[config.mk]
export PLATFORM = sky130hd
export DESIGN_NAME = ugt_sort_sequencer
export DESIGN_NICKNAME = d
export VERILOG_FILES = /design/src/rtl/ugt_sort_sequencer.sv
export SDC_FILE = /design/constraint.sdc
export NUM_CORES = 1
export LEC_CHECK = 0
export CORE_UTILIZATION = 40
export DETAILED_ROUTE_END_ITERATION = 16
export GPL_ROUTABILITY_DRIVEN = 0
export PLACE_DENSITY = 0.59
export REMOVE_ABC_BUFFERS = 1
export SYNTH_ARGS = -nofsm -noshare
export SYNTH_HDL_FRONTEND = slang
export SYNTH_SLANG_ARGS = --single-unit
[constraint.sdc]
create_clock -name CLK -period 8.2 [get_ports CLK]
set_clock_uncertainty 0.2 [all_clocks]
set_input_delay 1.64 -clock CLK [delete_from_list [all_inputs] [get_ports CLK]]
set_output_delay 1.64 -clock CLK [all_outputs]
set_load 0.01 [all_outputs]
[src/rtl/ugt_sort_sequencer.sv]
// ugt_sort_sequencer
//   Collects a block of N unsigned samples and sorts them in ascending order.
//   The sort is an in-place bubble sort with early exit. It uses one WIDTH-bit
//   unsigned greater-than comparator, shared over time at one comparison per
//   clock. The sorted block is then streamed out.
//
// Ports
//   CLK      in   rising-edge clock for all state
//   RESET    in   synchronous active-high reset; returns to LOAD with all state cleared
//   I_DATA   in   WIDTH-bit input sample
//   I_VALID  in   I_DATA valid (only looked at in LOAD)
//   I_READY  out  high only in LOAD
//   O_DATA   out  WIDTH-bit sorted sample, mem[rd_idx]
//   O_VALID  out  high only in DRAIN
//   O_READY  in   consumer accepts O_DATA (only looked at in DRAIN)
//   BUSY     out  high only in SORT
module ugt_sort_sequencer #(
  parameter int N     = 4,
  parameter int WIDTH = 8
) (
  input  logic             CLK,
  input  logic             RESET,
  input  logic [WIDTH-1:0] I_DATA,
  input  logic             I_VALID,
  output logic             I_READY,
  output logic [WIDTH-1:0] O_DATA,
  output logic             O_VALID,
  input  logic             O_READY,
  output logic             BUSY
);

  localparam int IDX_W = (N > 1) ? $clog2(N) : 1;
  localparam logic [IDX_W-1:0] LAST_IDX = IDX_W'(N - 1);
  localparam logic [IDX_W-1:0] LAST_PASS = IDX_W'(N - 2);

  typedef enum logic [1:0] {
    LOAD  = 2'd0,
    SORT  = 2'd1,
    DRAIN = 2'd2
  } state_t;

  state_t state, next_state;

  logic [WIDTH-1:0] mem [N];
  logic [IDX_W-1:0] wr_idx, rd_idx, p, j;
  logic             swapped;

  logic [IDX_W-1:0] j_plus1;
  logic [IDX_W-1:0] last_j;
  logic             gt;
  logic             end_of_pass;
  logic             swapped_now;
  logic             sort_done;

  // The single shared comparator. Pass p only walks j up to N-2-p, because
  // the top p entries are already in their final places.
  assign j_plus1     = j + 1'b1;
  assign last_j      = LAST_PASS - p;
  assign gt          = mem[j] > mem[j_plus1];
  assign end_of_pass = (j == last_j);
  assign swapped_now = swapped | gt;
  assign sort_done   = end_of_pass && (!swapped_now || (p == LAST_PASS));

  assign O_DATA = mem[rd_idx];

  // State register
  always_ff @(posedge CLK) begin
    if (RESET) state <= LOAD;
    else       state <= next_state;
  end

  // Next-state logic. The handshake outputs decode the current state only,
  // so no combinational path exists from I_VALID or O_READY to any output.
  always_comb begin
    next_state = state;
    I_READY    = 1'b0;
    O_VALID    = 1'b0;
    BUSY       = 1'b0;
    case (state)
      LOAD: begin
        I_READY = 1'b1;
        if (I_VALID && (wr_idx == LAST_IDX)) next_state = SORT;
      end
      SORT: begin
        BUSY = 1'b1;
        if (sort_done) next_state = DRAIN;
      end
      DRAIN: begin
        O_VALID = 1'b1;
        if (O_READY && (rd_idx == LAST_IDX)) next_state = LOAD;
      end
      default: next_state = LOAD;
    endcase
  end

  // Datapath: sample storage, load and drain pointers, and pass/position
  // counters. Each counter is cleared at its terminal value rather than
  // allowed to wrap.
  always_ff @(posedge CLK) begin
    if (RESET) begin
      for (int i = 0; i < N; i++) mem[i] <= '0;
      wr_idx  <= '0;
      rd_idx  <= '0;
      p       <= '0;
      j       <= '0;
      swapped <= 1'b0;
    end else begin
      case (state)
        LOAD: begin
          if (I_VALID) begin
            mem[wr_idx] <= I_DATA;
            if (wr_idx == LAST_IDX) begin
              wr_idx  <= '0;
              p       <= '0;
              j       <= '0;
              swapped <= 1'b0;
            end else begin
              wr_idx <= wr_idx + 1'b1;
            end
          end
        end
        SORT: begin
          // Strict greater-than, so equal neighbours stay put and the sort is stable
          if (gt) begin
            mem[j]       <= mem[j_plus1];
            mem[j_plus1] <= mem[j];
          end
          if (!end_of_pass) begin
            j       <= j_plus1;
            swapped <= swapped_now;
          end else if (sort_done) begin
            rd_idx <= '0;
          end else begin
            p       <= p + 1'b1;
            j       <= '0;
            swapped <= 1'b0;
          end
        end
        DRAIN: begin
          if (O_READY) begin
            if (rd_idx == LAST_IDX) rd_idx <= '0;
            else                    rd_idx <= rd_idx + 1'b1;
          end
        end
        default: ;
      endcase
    end
  end

endmodule

==> results_dict.tcl <==
set metrics [dict create \
    post_cts_resize_count 0 \
    grt_use_total 0.226 \
    grt_setup_unrepaired "false" \
    total_of_endpoints_with_negative_setup_slack_in_the_final_report 0 \
    detailed_place_hpwl_mm 6.54 \
    cts_num_sinks 47 \
    post_route_cells_drive_above_1_share 0.147 \
    postSynthCellCount 315 \
    setup.reg_to_reg.worst_slack_ps 2960 \
    fp-row-count 33 \
    synth_edf_count 32 \
    startpoint_type "register" \
    design.final.nets 352 \
    synth_sequential_area_ratio 0.369 \
    regToRegStartpoint "j[0]" \
    postSynth.topFlopCell "sky130_fd_sc_hd__edfxtp_1" \
    route.detailed.drc 0 \
    cp_slowest_cell "sky130_fd_sc_hd__nand2_1" \
    insertedDiodeCount 0 \
    cts.htree.levels 2 \
    wl_per_cell_um 21.8 \
    worst_hold_path_type "register to register" \
    grt_max_degree 31 \
    postRouteAntennaNets 0 \
    port_buffers 22 \
    die_y_um 94.4 \
    routed_wl_mm 9.40 \
    post_drt_via_cell_ratio 6.49 \
    arrival_ps 5020 \
    synth_area_um2 3410 \
    die_w_um 94.4 \
    syn_to_final_growth_pct 10.1 \
    hold_end "p[1]" \
    max-cap-violations 0 \
    grt_antenna_before_repair 0 \
    clock_tree_from_tritoncts "built" \
    finalMaxSlewViolations 0 \
    mostFrequentLayoutCell "sky130_fd_sc_hd__edfxtp_1" \
    slowest_delay_ps 720 \
    max-slew-margin-rel 0.242 \
    final_cells 431 \
    worstSetupEndpointType "register" \
    clockRootBuffer "sky130_fd_sc_hd__clkbuf_8" \
    detail_route.iter0.violations 282 \
    yosys_warnings 0 \
    final_core_utilization 0.455 \
    route.vias.total 2799 \
    holdCritStartpoint "p[1]" \
    worstRegToRegCells 12 \
    worstReg2RegEnd "mem[3][1]" \
    first_pass_iters 5 \
    post_synth_num_cell_types 53 \
    placedCellCount 423 \
    clkLatencyLatePin_ps 320 \
    initial_utilization 0.413 \
    clock_tree.buffer_depth 2 \
    grt_first_pass_wirelength_mm 14.7 \
    worst_pin_slew_ps 1130 \
    floorplan.die_area_um2 8910 \
    top_level_ports 23 \
    fin_crit_ps 5240 \
    hold_viol 0 \
    synthesis.area_per_instance_um2 10.8 \
    floorplan_core_area_um2 8260 \
    post_cts_setup_buffer_count 0 \
    peakVddDrop_mv 0.0702 \
    crit_type "register to register" \
    cts_made_buffers 5 \
    required_ps 7980 \
    clkSlewWorstSetupHoldPaths_ps 100 \
    p_per_area_nw_per_um2 136 \
    cellLeakagePower_nw 1.21 \
    grt_overflow 0 \
    ys_seq_elements 47 \
    whs_path_depth 2 \
    setup_total_negative_slack_ps 0 \
    first_global_vias 2731 \
    clock.fmax_mhz 191 \
    status "completed" \
    period_share 0.639 \
    cp_cell_sequence "buf_4 -> inv_1 -> ha_1 -> mux4_2 -> inv_1 -> ha_1 -> and4_1 -> or3_1 -> a21o_1 -> nand2_1 -> buf_4 -> a22o_1" \
    cts.hold.buffers_added 0 \
    mostFrequentLayoutCells "32 x sky130_fd_sc_hd__edfxtp_1, 24 x sky130_fd_sc_hd__mux4_2, 23 x sky130_fd_sc_hd__nand2_1" \
    dpl_worst_slack_ps 2970 \
    worst_slack_ps 2960 \
    critPathMaxFanout 30 \
    async_flop_share 0 \
]
layer usage:
metal,track usage,part of all wire,up-vias
li1,-,-,1283
met1,0.307,0.44,1372
met2,0.353,0.46,121
met3,0.0459,0.065,23
met4,0.0859,0.031,0
met5,0,0,-
worst max-delay path by stage:
stage / slack (ps) / cells past startpoint / startpoint / to
3_3_place_gp: 3030 / 8 / RESET / mem[3][4]
5_1_grt: 2580 / 12 / j[0] / mem[3][1]
4_1_cts: 2980 / 12 / j[0] / mem[3][4]
6_report: 2960 / 12 / j[0] / mem[3][1]
2_1_floorplan: 3470 / 11 / j[0] / mem[1][3]
3_5_place_dp: 2970 / 8 / RESET / mem[3][4]
Yosys cell counts (all sizes together) (4+ instances only):
| cell | instances | area share |
|---|---|---|
| nor2 | 11 | 0.013 |
| a21boi | 7 | 0.015 |
| and2 | 4 | 0.0073 |
| o2111ai | 7 | 0.018 |
| dfxtp | 15 | 0.088 |
| a21oi | 18 | 0.027 |
| o2bb2ai | 7 | 0.023 |
| edfxtp | 32 | 0.28 |
| mux4 | 24 | 0.16 |
| o21ai | 12 | 0.019 |
| nand3 | 21 | 0.031 |
| nand4 | 9 | 0.016 |
| clkbuf | 13 | 0.015 |
| inv | 15 | 0.016 |
| nand3b | 7 | 0.015 |
| o211ai | 18 | 0.040 |
| buf | 9 | 0.020 |
| nand2 | 24 | 0.027 |
| nor3 | 4 | 0.0059 |
| ha | 15 | 0.055 |
| a2bb2oi | 8 | 0.021 |
layout make-up:
class | instances | area [um2]
clock buffers | 5 | 68.8
clock inverters | 3 | 18.8
fillers | 794 | 4500
inverters | 15 | 56.3
multi-input cells | 231 | 1980
flip-flops and latches | 47 | 1260
well taps | 105 | 131
repair buffers | 25 | 243
stage by stage:
stage	cell area, um2	power (W)	hold slack (ps)
6_report	3760	0.000512	274
5_1_grt	3760	0.000530	302
4_1_cts	3760	0.000513	279
3_5_place_dp	3670	0.000367	266
3_3_place_gp	3670	0.000366	259
2_1_floorplan	3300	0.000331	242
where the power goes:
part           leakage [nW]  internal (W)  switching [W]
registers             0.455      0.000266     0.00000929
logic                 0.713     0.0000365      0.0000513
clock network        0.0445     0.0000601      0.0000885
total                  1.21      0.000362       0.000149
state kept, by name, summed over array words and instances (netlist names), named ones only:
register and flops:
swapped 1, j 2, state 2, wr_idx 2
p 2, mem 32, rd_idx 2
critical path, delay by kind of cell (launching register included):
| kind | cells | cell delay (ps) |
|---|---|---|
| AOI/OAI and AO/OA | 2 | 640 |
| adders and majority gates | 2 | 930 |
| buffers and inverters | 4 | 820 |
| DFF | 1 | 320 |
| muxes | 1 | 640 |
| and+or+nand+nor | 3 | 1350 |
logic make-up (layout without fill, tap and decap cells):
logic type	Yosys count	after routing	share of synthesized area
AND/OR/NAND/NOR	95	95	0.151
AO/OA/AOI/OAI	94	94	0.207
flip-flops	47	47	0.369
buffers and inverters	37	48	0.0509
multiplexers	25	25	0.161
adder cells (fa/ha/maj)	15	15	0.0550
XOR/XNOR	2	2	0.00513
No activity file was read; power rests on OpenSTA's default activity.
